--- config.mk ---
export PLATFORM = sky130hd
export DESIGN_NAME = seq_player_flat
export DESIGN_NICKNAME = d
export VERILOG_FILES = /design/src/rtl/seq_player_if.sv /design/src/rtl/seq_player.sv /design/src/flat_wrapper.sv
export SDC_FILE = /design/constraint.sdc
export NUM_CORES = 1
export LEC_CHECK = 0
export ABC_AREA = 1
export BUFFER_PORTS_ARGS = -buffer_cell sky130_fd_sc_hd__clkbuf_2
export CORE_ASPECT_RATIO = 0.75
export CORE_MARGIN = 3
export CORE_UTILIZATION = 45
export CTS_CLUSTER_DIAMETER = 200
export DETAILED_ROUTE_END_ITERATION = 6
export GPL_ROUTABILITY_DRIVEN = 0
export HOLD_SLACK_MARGIN = 0.1
export PLACE_DENSITY = 0.65
export SETUP_SLACK_MARGIN = 0.5
export SLEW_MARGIN = 20
export SYNTH_ARGS = -nofsm -noshare
export SYNTH_HDL_FRONTEND = slang
export SYNTH_SLANG_ARGS = --single-unit
--- constraint.sdc ---
create_clock -name clk_500ms -period 2.7 [get_ports clk_500ms]
set_input_delay 0.27 -clock clk_500ms [delete_from_list [all_inputs] [get_ports clk_500ms]]
set_output_delay 0.27 -clock clk_500ms [all_outputs]
set_load 0.05 [all_outputs]
--- src/rtl/seq_player_if.sv ---
// seq_player_if
//   Bundles the control, table-write and display signals of seq_player.
//   Parameters mirror the player: WIDTH (bits per value), DEPTH (table
//   entries), DIGITS (packed BCD digits).
//
//   Signal summary
//     run, step, up, rate, len, pingpong   control from the master
//     wr_en, wr_addr, wr_data              table write port from the master
//     pos, value, bcd, wrap                display outputs from the player
//     dbg_run_state, dbg_pcnt              observation of FSM state and prescaler
//
//   Handshake: there are no valid/ready pairs on this bus. Every input is
//   sampled on each posedge of the step clock; wr_en qualifies wr_addr/wr_data
//   on the edge where it is high and is never back-pressured.
interface seq_player_if #(
    parameter int WIDTH  = 4,
    parameter int DEPTH  = 8,
    parameter int DIGITS = 2
);
    localparam int AW = $clog2(DEPTH);

    logic                  run;
    logic                  step;
    logic                  up;
    logic [1:0]            rate;
    logic [AW:0]           len;
    logic                  pingpong;
    logic                  wr_en;
    logic [AW-1:0]         wr_addr;
    logic [WIDTH-1:0]      wr_data;

    logic [AW-1:0]         pos;
    logic [WIDTH-1:0]      value;
    logic [4*DIGITS-1:0]   bcd;
    logic                  wrap;
    logic                  dbg_run_state;
    logic [1:0]            dbg_pcnt;

    modport master (
        output run, step, up, rate, len, pingpong,
        output wr_en, wr_addr, wr_data,
        input  pos, value, bcd, wrap, dbg_run_state, dbg_pcnt
    );

    modport slave (
        input  run, step, up, rate, len, pingpong,
        input  wr_en, wr_addr, wr_data,
        output pos, value, bcd, wrap, dbg_run_state, dbg_pcnt
    );
endinterface

--- src/rtl/seq_player.sv ---
// seq_player
//   Steps through a writable table of DEPTH values on clk_500ms at a
//   programmable rate and direction, presenting the current entry in binary
//   and as DIGITS packed BCD digits for the seven-segment decoders.
//
//   Ports
//     clk_500ms  in   step clock (2 Hz tick domain)
//     reset      in   asynchronous, active-high
//     bus        seq_player_if.slave
//                  in : run, step, up, rate, len, pingpong, wr_en, wr_addr, wr_data
//                  out: pos, value, bcd, wrap, dbg_run_state, dbg_pcnt
//
//   Configuration
//     SEQ_PLAYER_PINGPONG_EN  when defined, pingpong=1 bounces at the ends of
//                             the active length instead of wrapping. When
//                             undefined, pingpong is ignored.
module seq_player #(
    parameter int WIDTH  = 4,
    parameter int DEPTH  = 8,
    parameter int DIGITS = 2
) (
    input  logic         clk_500ms,
    input  logic         reset,
    seq_player_if.slave  bus
);
    localparam int AW  = $clog2(DEPTH);
    localparam int SHW = WIDTH + 4 * DIGITS;

    localparam logic [AW:0]    LEN_MAX = (AW + 1)'(DEPTH);
    localparam logic [AW:0]    LEN_ONE = (AW + 1)'(1);
    localparam logic [AW-1:0]  POS_ONE = AW'(1);

    typedef enum logic {
        S_IDLE = 1'b0,
        S_RUN  = 1'b1
    } state_t;

    state_t            state, state_next;
    logic [1:0]        pcnt, pcnt_next;
    logic              advance;
    logic              run_tick;

    logic [WIDTH-1:0]  table_q [DEPTH];
    logic [AW-1:0]     pos_q, pos_next;
    logic [WIDTH-1:0]  value_q, value_next;
    logic              wrap_q, wrap_next;

    logic [AW:0]       eff_len;
    logic [AW:0]       last;
    logic [AW:0]       last_m1;
    logic [AW:0]       pos_ext;
    logic              wr_ok;
    logic              dir_eff;
    logic              dir_next;
    logic              bounce;

    logic [SHW-1:0]    sh;

    // Active length: 0 or anything past DEPTH selects the full table.
    assign eff_len = (bus.len == '0 || bus.len > LEN_MAX) ? LEN_MAX : bus.len;
    assign last    = eff_len - LEN_ONE;
    assign last_m1 = last - LEN_ONE;
    assign pos_ext = {1'b0, pos_q};

    // Writes outside a non-power-of-two table are dropped.
    assign wr_ok = bus.wr_en && ({1'b0, bus.wr_addr} < LEN_MAX);

    // Using >= lets a rate lowered mid-count fire on the very next edge.
    assign run_tick = (pcnt >= bus.rate);

`ifdef SEQ_PLAYER_PINGPONG_EN
    // dir_valid_q marks that dir_q holds a real direction; straight after
    // reset the bounce direction is taken from the up input.
    logic dir_q;
    logic dir_valid_q;

    assign bounce  = bus.pingpong;
    assign dir_eff = (bus.pingpong && dir_valid_q) ? dir_q : bus.up;

    always_ff @(posedge clk_500ms or posedge reset) begin
        if (reset) begin
            dir_q       <= 1'b1;
            dir_valid_q <= 1'b0;
        end else begin
            dir_q       <= dir_next;
            dir_valid_q <= 1'b1;
        end
    end
`else
    logic unused_pingpong;

    assign unused_pingpong = bus.pingpong;
    assign bounce          = 1'b0;
    assign dir_eff         = bus.up;
`endif

    // Run/idle FSM with the rate prescaler. Step sources: prescaler terminal
    // while running, the step input while idle.
    always_ff @(posedge clk_500ms or posedge reset) begin
        if (reset) begin
            state <= S_IDLE;
            pcnt  <= 2'd0;
        end else begin
            state <= state_next;
            pcnt  <= pcnt_next;
        end
    end

    always_comb begin
        state_next = state;
        pcnt_next  = pcnt;
        advance    = 1'b0;
        case (state)
            S_IDLE: begin
                if (bus.run) begin
                    state_next = S_RUN;
                    advance    = run_tick;
                    pcnt_next  = run_tick ? 2'd0 : pcnt + 2'd1;
                end else begin
                    pcnt_next  = 2'd0;
                    advance    = bus.step;
                end
            end
            S_RUN: begin
                if (bus.run) begin
                    advance    = run_tick;
                    pcnt_next  = run_tick ? 2'd0 : pcnt + 2'd1;
                end else begin
                    state_next = S_IDLE;
                    pcnt_next  = 2'd0;
                    advance    = bus.step;
                end
            end
            default: begin
                state_next = S_IDLE;
                pcnt_next  = 2'd0;
            end
        endcase
    end

    // Position update. Out-of-range positions (length shrunk underneath us)
    // are handled first so both wrap and bounce modes recover the same way.
    always_comb begin
        pos_next  = pos_q;
        wrap_next = 1'b0;
        dir_next  = dir_eff;
        if (advance) begin
            if (pos_ext >= eff_len) begin
                pos_next  = dir_eff ? '0 : last[AW-1:0];
                wrap_next = 1'b1;
            end else if (eff_len == LEN_ONE) begin
                pos_next  = '0;
                wrap_next = 1'b1;
            end else if (bounce && dir_eff && pos_ext == last) begin
                pos_next  = last_m1[AW-1:0];
                dir_next  = 1'b0;
                wrap_next = 1'b1;
            end else if (bounce && !dir_eff && pos_q == '0) begin
                pos_next  = POS_ONE;
                dir_next  = 1'b1;
                wrap_next = 1'b1;
            end else if (dir_eff) begin
                if (pos_ext == last) begin
                    pos_next  = '0;
                    wrap_next = 1'b1;
                end else begin
                    pos_next  = pos_q + POS_ONE;
                end
            end else begin
                if (pos_q == '0) begin
                    pos_next  = last[AW-1:0];
                    wrap_next = 1'b1;
                end else begin
                    pos_next  = pos_q - POS_ONE;
                end
            end
        end
    end

    // A write landing on the entry being loaded this edge is forwarded so
    // value never shows the stale table content.
    always_comb begin
        if (wr_ok && bus.wr_addr == pos_next) begin
            value_next = bus.wr_data;
        end else begin
            value_next = table_q[pos_next];
        end
    end

    always_ff @(posedge clk_500ms or posedge reset) begin
        if (reset) begin
            for (int i = 0; i < DEPTH; i++) begin
                table_q[i] <= WIDTH'((i + 1) * 5);
            end
        end else if (wr_ok) begin
            table_q[bus.wr_addr] <= bus.wr_data;
        end
    end

    always_ff @(posedge clk_500ms or posedge reset) begin
        if (reset) begin
            pos_q   <= '0;
            value_q <= WIDTH'(5);
            wrap_q  <= 1'b0;
        end else begin
            pos_q   <= pos_next;
            value_q <= value_next;
            wrap_q  <= wrap_next;
        end
    end

    // Binary to BCD by shift-and-add-3 over the value bits.
    always_comb begin
        sh = '0;
        sh[WIDTH-1:0] = value_q;
        for (int i = 0; i < WIDTH; i++) begin
            for (int d = 0; d < DIGITS; d++) begin
                if (sh[WIDTH + 4 * d +: 4] >= 4'd5) begin
                    sh[WIDTH + 4 * d +: 4] = sh[WIDTH + 4 * d +: 4] + 4'd3;
                end
            end
            sh = sh << 1;
        end
    end

    assign bus.pos           = pos_q;
    assign bus.value         = value_q;
    assign bus.bcd           = sh[WIDTH +: 4 * DIGITS];
    assign bus.wrap          = wrap_q;
    assign bus.dbg_run_state = (state == S_RUN);
    assign bus.dbg_pcnt      = pcnt;
endmodule

--- src/flat_wrapper.sv ---
// flat-port wrapper written by rule: the top's interface ports become plain ports
module seq_player_flat 
#(
    parameter int WIDTH  = 4,
    parameter int DEPTH  = 8,
    parameter int DIGITS = 2
)
  (clk_500ms, reset, bus_run, bus_step, bus_up, bus_rate, bus_len, bus_pingpong, bus_wr_en, bus_wr_addr, bus_wr_data, bus_pos, bus_value, bus_bcd, bus_wrap, bus_dbg_run_state, bus_dbg_pcnt);
  seq_player_if #(.WIDTH(WIDTH), .DEPTH(DEPTH), .DIGITS(DIGITS)) bus_i ();
  input  logic clk_500ms;
  input  logic reset;
  input wire logic [$bits(bus_i.run)-1:0] bus_run;
  input wire logic [$bits(bus_i.step)-1:0] bus_step;
  input wire logic [$bits(bus_i.up)-1:0] bus_up;
  input wire logic [$bits(bus_i.rate)-1:0] bus_rate;
  input wire logic [$bits(bus_i.len)-1:0] bus_len;
  input wire logic [$bits(bus_i.pingpong)-1:0] bus_pingpong;
  input wire logic [$bits(bus_i.wr_en)-1:0] bus_wr_en;
  input wire logic [$bits(bus_i.wr_addr)-1:0] bus_wr_addr;
  input wire logic [$bits(bus_i.wr_data)-1:0] bus_wr_data;
  output wire logic [$bits(bus_i.pos)-1:0] bus_pos;
  output wire logic [$bits(bus_i.value)-1:0] bus_value;
  output wire logic [$bits(bus_i.bcd)-1:0] bus_bcd;
  output wire logic [$bits(bus_i.wrap)-1:0] bus_wrap;
  output wire logic [$bits(bus_i.dbg_run_state)-1:0] bus_dbg_run_state;
  output wire logic [$bits(bus_i.dbg_pcnt)-1:0] bus_dbg_pcnt;
  assign bus_i.run = bus_run;
  assign bus_i.step = bus_step;
  assign bus_i.up = bus_up;
  assign bus_i.rate = bus_rate;
  assign bus_i.len = bus_len;
  assign bus_i.pingpong = bus_pingpong;
  assign bus_i.wr_en = bus_wr_en;
  assign bus_i.wr_addr = bus_wr_addr;
  assign bus_i.wr_data = bus_wr_data;
  assign bus_pos = bus_i.pos;
  assign bus_value = bus_i.value;
  assign bus_bcd = bus_i.bcd;
  assign bus_wrap = bus_i.wrap;
  assign bus_dbg_run_state = bus_i.dbg_run_state;
  assign bus_dbg_pcnt = bus_i.dbg_pcnt;
  seq_player #(.WIDTH(WIDTH), .DEPTH(DEPTH), .DIGITS(DIGITS)) u_core (.clk_500ms(clk_500ms), .reset(reset), .bus(bus_i));
endmodule
; Yosys cells after proc, flatten, opt, wreduce, memory -nomap -nowiden
; Index checks and enable logic that the tools add are counted.
[classes]
n_addsub = 9
n_reduce_logical = 5
mux = 30
n_bitwise = 2
magnitude_cmp = 11
n_eq_ne = 3
[ops]
columns = op, n
row1 = 32-bit bitwise mux, 1
row2 = 3-bit two-way mux, 10
row3 = 4-bit two-way mux, 7
row4 = 4-bit binary-select mux with 3-bit select, 1
row5 = 4-bit demux with 3-bit select, 1
row6 = 4-bit by 3-bit greater-or-equal comparator with 1-bit output (second input constant), 3
row7 = 4-bit by 2-bit adder with 4-bit output (second input constant), 2
row8 = 4-bit greater-or-equal comparator (second input constant), 2
row9 = 1-bit two-way mux, 8
row10 = 3-bit NOT with 4-bit output, 2
row11 = 3-bit by 4-bit equality test with 1-bit output, 1
row12 = 4-bit by 1-bit equality test with 1-bit output (second input constant), 1
row13 = 3-bit by 4-bit greater-or-equal comparator with 1-bit output, 1
row14 = 4-bit greater-than comparator (second input constant), 1
row15 = 4-bit logical NOT, 1
row16 = 4-bit by 1-bit < comparator with 1-bit output (second input constant), 1
row17 = 2-bit two-way mux, 2
row18 = 4-bit by 1-bit subtractor with 4-bit output (second input constant), 1
row19 = 1-bit by 2-bit adder with 3-bit output (both inputs constant), 1
row20 = 1-bit by 2-bit adder with 3-bit output (second input constant), 1
row21 = 3-bit by 1-bit adder with 3-bit output (second input constant), 1
row22 = 3-bit by 2-bit adder with 3-bit output (second input constant), 1
row23 = 3-bit equality test, 1
row24 = 1-bit by 3-bit greater-or-equal comparator with 1-bit output (both inputs constant), 1
row25 = 7 further kinds, 8
[totals]
regBits = 43
inputBits = 20
word_cells = 73
out_inout_bits = 19

; Depth between registers and ports, before layout
[depth]
depth_word = 15
mapped_depth = 23
depth_no_buf = 23

; Least setup slack after synthesis
; No wires, ideal clock.
[synth_timing]
kind = register to output
from = register u_core.value_q[1] (netlist: u_core.bus.value[1])
to = output bus_bcd[2]
required_ns = 2.430
path_buffers = 0
slack_ns = 0.036
t_arrival_ns = 2.394
stages_incl_launch_ff = 7
cell_sequence = dfrtp_1 inv_1 ha_1 inv_1 ha_1 a21oi_1 o21ai_0
[synth_via]
elab_chain_len = 2
elab_cells_between_ends = 3
classes_between = add/sub (1) / order compare (1) / mux (1)
[synth_rtl]
columns = element, line
row1 = "start, declared", seq_player.sv:45  ; logic [WIDTH-1:0] value_q, value_next;
row2 = "start signal, assigned", seq_player.sv:207  ; value_q <= value_next;
row3 = 4-bit by 2-bit adder with 4-bit output / 4-bit by 3-bit greater-or-equal comparator with 1-bit output (equally long branches), "seq_player.sv:219, seq_player.sv:218"
row4 = 4-bit two-way mux (*), seq_player.sv:218  ; if (sh[WIDTH + 4 * d +: 4] >= 4'd5) begin
row5 = "end, declared", flat_wrapper.sv:23  ; output wire logic [$bits(bus_i.bcd)-1:0] bus_bcd;
; Mark *: on every way between the ends. The rest lies on a longest branch, timed or not.

; Final worst setup path
[layout_timing]
from = register u_core.pos_q[1] (netlist: u_core.bus.pos[1])
to = register u_core.value_q[3] (netlist: u_core.bus.value[3])
[layout_via]
elab_chain_len = 11
elab_cells_between_ends = 18
classes_between = add/sub (2) / order compare (1) / eq/ne (2) / mux (10) / bitwise (1) / reduce/logical (2)
[layout_rtl]
columns = element, line
row1 = "start, declared", seq_player.sv:44  ; logic [AW-1:0] pos_q, pos_next;
row2 = "start signal, assigned", seq_player.sv:206  ; pos_q <= pos_next;
row3 = 3-bit by 4-bit equality test with 1-bit output / 3-bit logical NOT (equally long branches), --
row4 = "3-bit two-way mux, on equally long branches", "seq_player.sv:163, seq_player.sv:170"
row5 = 3-bit two-way mux, seq_player.sv:162  ; end else if (dir_eff) begin
row6 = 3-bit two-way mux, seq_player.sv:151  ; end else if (eff_len == LEN_ONE) begin
row7 = 3-bit two-way mux (*), seq_player.sv:148  ; if (pos_ext >= eff_len) begin
row8 = 3-bit two-way mux (*), seq_player.sv:147  ; if (advance) begin
row9 = via u_core.pos_next[0], seq_player.sv:44
row10 = 3-bit NOT with 4-bit output (implied by the code), seq_player.sv:186  ; value_next = table_q[pos_next];
row11 = 4-bit binary-select mux with 3-bit select, seq_player.sv:186
row12 = 4-bit two-way mux (implied by the code) (2 in series), seq_player.sv:186
row13 = 4-bit two-way mux (*), seq_player.sv:183  ; if (wr_ok && bus.wr_addr == pos_next) begin
row14 = via u_core.value_next[3], seq_player.sv:45
; Mark *: on every way through the listed nets, which the timed path passes. The rest lies on a longest branch. The select of a mux whose other input is x is not followed.
; A chain may end at the register's enable or synchronous reset.

==> impl_metrics.csv <==
group,metric,value,unit
logic_synthesis,synthTopCellsByArea,"dfrtp_1 21%, dfstp_2 18%, nand2_1 11%",
sta,fin_setup_tns,0,ns
run_status,status,"completed",
min_path,hold_path.class,"primary input to register",
floorplanning,rows,24,
power,total_power,4.09,mW
sta,slew_violations,0,
detailed_routing,wirelength,7150,um
detailed_routing,drc,0,
logic_synthesis,ys_warn_count,0,
setup_path,ff2ff_path_depth,17,
run,maxCapViolations,0,
global_routing,grt_overflow,0,
sta,finalClockSkew,0.00637,ns
power,peakVddDrop,0.425,mV
sta,maxSlewHeadroom,42.2,%
sta,hold_viol,0,
floorplanning,start_util,47.4,%
layout,layout-drive-gt1-share,38.6,%
detailed_routing,wire_per_inst,13.9,um
sta,setup_violations,0,
logic_synthesis,synth-adder-area-share,5.80,%
setup_path,worstPathArrival,2.39,ns
logic_synthesis,synth.distinct_cells,30,
global_routing,antenna_found_initial,0,
logic_synthesis,synth-compound-area-share,8.69,%
sta,fmax,0.453,GHz
logic_synthesis,avgSynthCellArea,7.54,um2
cts,cts-root-buf,"clkbuf_8",
layout,n_fill_cell,541,
sta,holdWs,0.135,ns
logic_synthesis,yosysMostFrequentCell,"nand2_1",
power,p_leak,1.85,nW
placed_design,place_inst,482,
placed_design,pre_cts_slack,0.0591,ns
setup_path,slowest_stage,"dfrtp_2",
global_routing,grt_first_pass_wirelength,11200,um
logic_synthesis,yosys.area_share.simple,34.1,%
global_routing,grt_use_total,19.8,%
logic_synthesis,ys_seq_elements,43,
logic_synthesis,muxShareOfSynthArea,0,%
detailed_routing,via_per_inst,5.02,
logic_synthesis,synth_area_leader_cell,"dfrtp_1",
cts,htreeDepth,2,
global_routing,first_global_vias,2373,
cts,cts_buffers,5,
cts,clk_latency,0.30,ns
detailed_routing,dr.pass1.iters,4,
layout,area_delta_synth_final,29.1,%
setup_path,ff2ff_setup_slack,0.49,ns
floorplanning,dieArea,7230,um2
cts,clk_pin_slew,0.08,ns
logic_synthesis,synth-xor-area-share,0.936,%
floorplanning,die_h,74.4,um
setup_path,reg2reg_from,"u_core.bus.pos[1]$_DFF_PP0_",
detailed_routing,drt_iter0_drc,104,
global_routing,grt_max_degree,44,
detailed_routing,vias,2588,
power,power_density,1130,nW/um2
logic_synthesis,ys.flop_type,"dfrtp_1",
cts,cts_tree,"built",
sta,setup_slack,0.491,ns
setup_path,reg2reg_to,"u_core.bus.value[3]$_DFF_PP0_",
floorplanning,ios,39,
layout,design_area,3620,um2
setup_path,critPathMaxStageDelay,0.43,ns
logic_synthesis,synth-edff-count,0,
setup_path,worst-path-max-fanout,8,
placed_design,place_area,3070,um2
setup_path,start_kind,"register",
layout,diodes,0,
sta,rsz0062_at_grt,"yes",
logic_synthesis,synthTopCellsByCount,"83 x nand2_1, 60 x inv_1, 60 x nand3_1",
sta,min_period,2.21,ns
logic_synthesis,synth_top_family_by_area,"simple AND/OR/NAND/NOR gates",
setup_path,crit_chain,"buf_12 > ha_4 > nand2_2 > nand2_2 > nand2_2 > nand2_2 > nand2_4 > nor2_4 > nor2_4 > nand2_4 > nand2_8 > inv_4 > nor2_4 > nor2_4 > nand2_4 > nand3_2 > nand2_1",
setup_path,crit_required,2.88,ns
setup_path,worstSetupStartpoint,"u_core.bus.pos[1]$_DFF_PP0_",
placed_design,dp_hpwl,5010,um
logic_synthesis,synth_top_cell_area_share,21.4,%
cts,clock-sinks,43,
sta,post-route-period-util,81.8,%
floorplanning,core,5920,um2
placed_design,port_buffers,34,
logic_synthesis,ys_seq_area_share,39.2,%
setup_path,end_kind,"register",
cts,cts_buffer_depth,2,
setup_path,critPathKind,"register to register",
layout,fin_util,61.3,%
setup_path,endpoint,"u_core.bus.value[3]$_DFF_PP0_",
layout,nets,470,
layout,final_cells,516,
detailed_routing,ant_nets,0,
logic_synthesis,async_flop_share,100,%
logic_synthesis,syn_area,2810,um2
sta,worstMarginPinSlew,0.861,ns
logic_synthesis,synthCells,372,
floorplanning,chipWidth,97.2,um
-- per-layer routing --
metal / routed length (um) / GRT usage (%)
met5: 0 / 0
met3: 480 / 5.25
met4: 132 / 6.70
met1: 3370 / 27.9
met2: 3170 / 29.9
-- cell type report --
type                    count  area, um2  area share, %
clock inverters             2       35.0          0.967
repair buffers             63        453           12.5
multi-input cells         256       1590           43.9
clock buffers               6       82.6           2.28
inverters                  68        260           7.18
flip-flops and latches     43       1100           30.5
well taps                  78       97.6           2.69
-- worst min-delay path by stage --
stage	from	to	cells past startpoint
after floorplan	bus_run	u_core.bus.dbg_run_state$_DFF_PP0_	0
after global placement	reset	u_core.table_q[26]$_DFFE_PP0P_	3
after detailed placement	reset	u_core.table_q[24]$_DFFE_PP0P_	3
after CTS	bus_run	u_core.bus.dbg_run_state$_DFF_PP0_	1
after global routing	bus_run	u_core.bus.dbg_run_state$_DFF_PP0_	1
final	bus_run	u_core.bus.dbg_run_state$_DFF_PP0_	1
-- power breakdown --
group	leakage (nW)	internal [mW]	switching, mW
sequential	0.493	0.852	0.123
clock	0.0612	0.299	0.215
combinational	1.30	0.959	1.64
total	1.85	2.11	1.98
-- kinds of logic (layout without fill, tap and decap cells) --
logic type,count (synthesis),in the layout
flip-flops,43,43
XOR/XNOR,3,3
AO/OA/AOI/OAI,44,44
buffers and inverters,75,139
adder cells (fa/ha/maj),13,13
AND/OR/NAND/NOR,193,193
other,1,3
-- sequential cells by signal, summed over array words and instances (netlist names) --
signal                    cells
u_core.table_q               32
u_core.bus.value              4
u_core.bus.pos                3
u_core.bus.dbg_pcnt           2
u_core.bus.dbg_run_state      1
u_core.bus.wrap               1
-- layout by cell type (no fill, tap or decap), types with 2 or more instances in the layout --
cell       n
nand2_1   73
inv_1     53
nand3_1   48
o21ai_0   33
clkbuf_2  30
buf_4     25
nand2_2   24
dfrtp_1   21
dfstp_2   19
nand3_2   14
inv_2     13
nor2_1    12
ha_1      11
nor2_4     7
nand2_4    6
clkbuf_8   6
nand3b_1   5
buf_6      4
a21oi_1    3
conb_1     3
buf_12     3
dfrtp_2    3
inv_4      2
o21ai_1    2
o21ai_2    2
xnor2_1    2
ha_4       2
-- worst max-delay path: cells and delay by family, from the launching register on --
| kind | cells | cell delay (ns) |
|---|---|---|
| fa+ha+maj | 1 | 0.25 |
| flops | 1 | 0.43 |
| simple gates | 14 | 1.19 |
| buf+inv | 2 | 0.22 |
-- what timing repair did --
item,CTS,global route
setup buffers,12,13
endpoints found under the setup margin,8,7
hold buffers,1,0
hold endpoints to repair,18,0
gates resized for setup,8,51
pin swaps,8,25
Note: power is estimated with default switching activity, not from simulation.
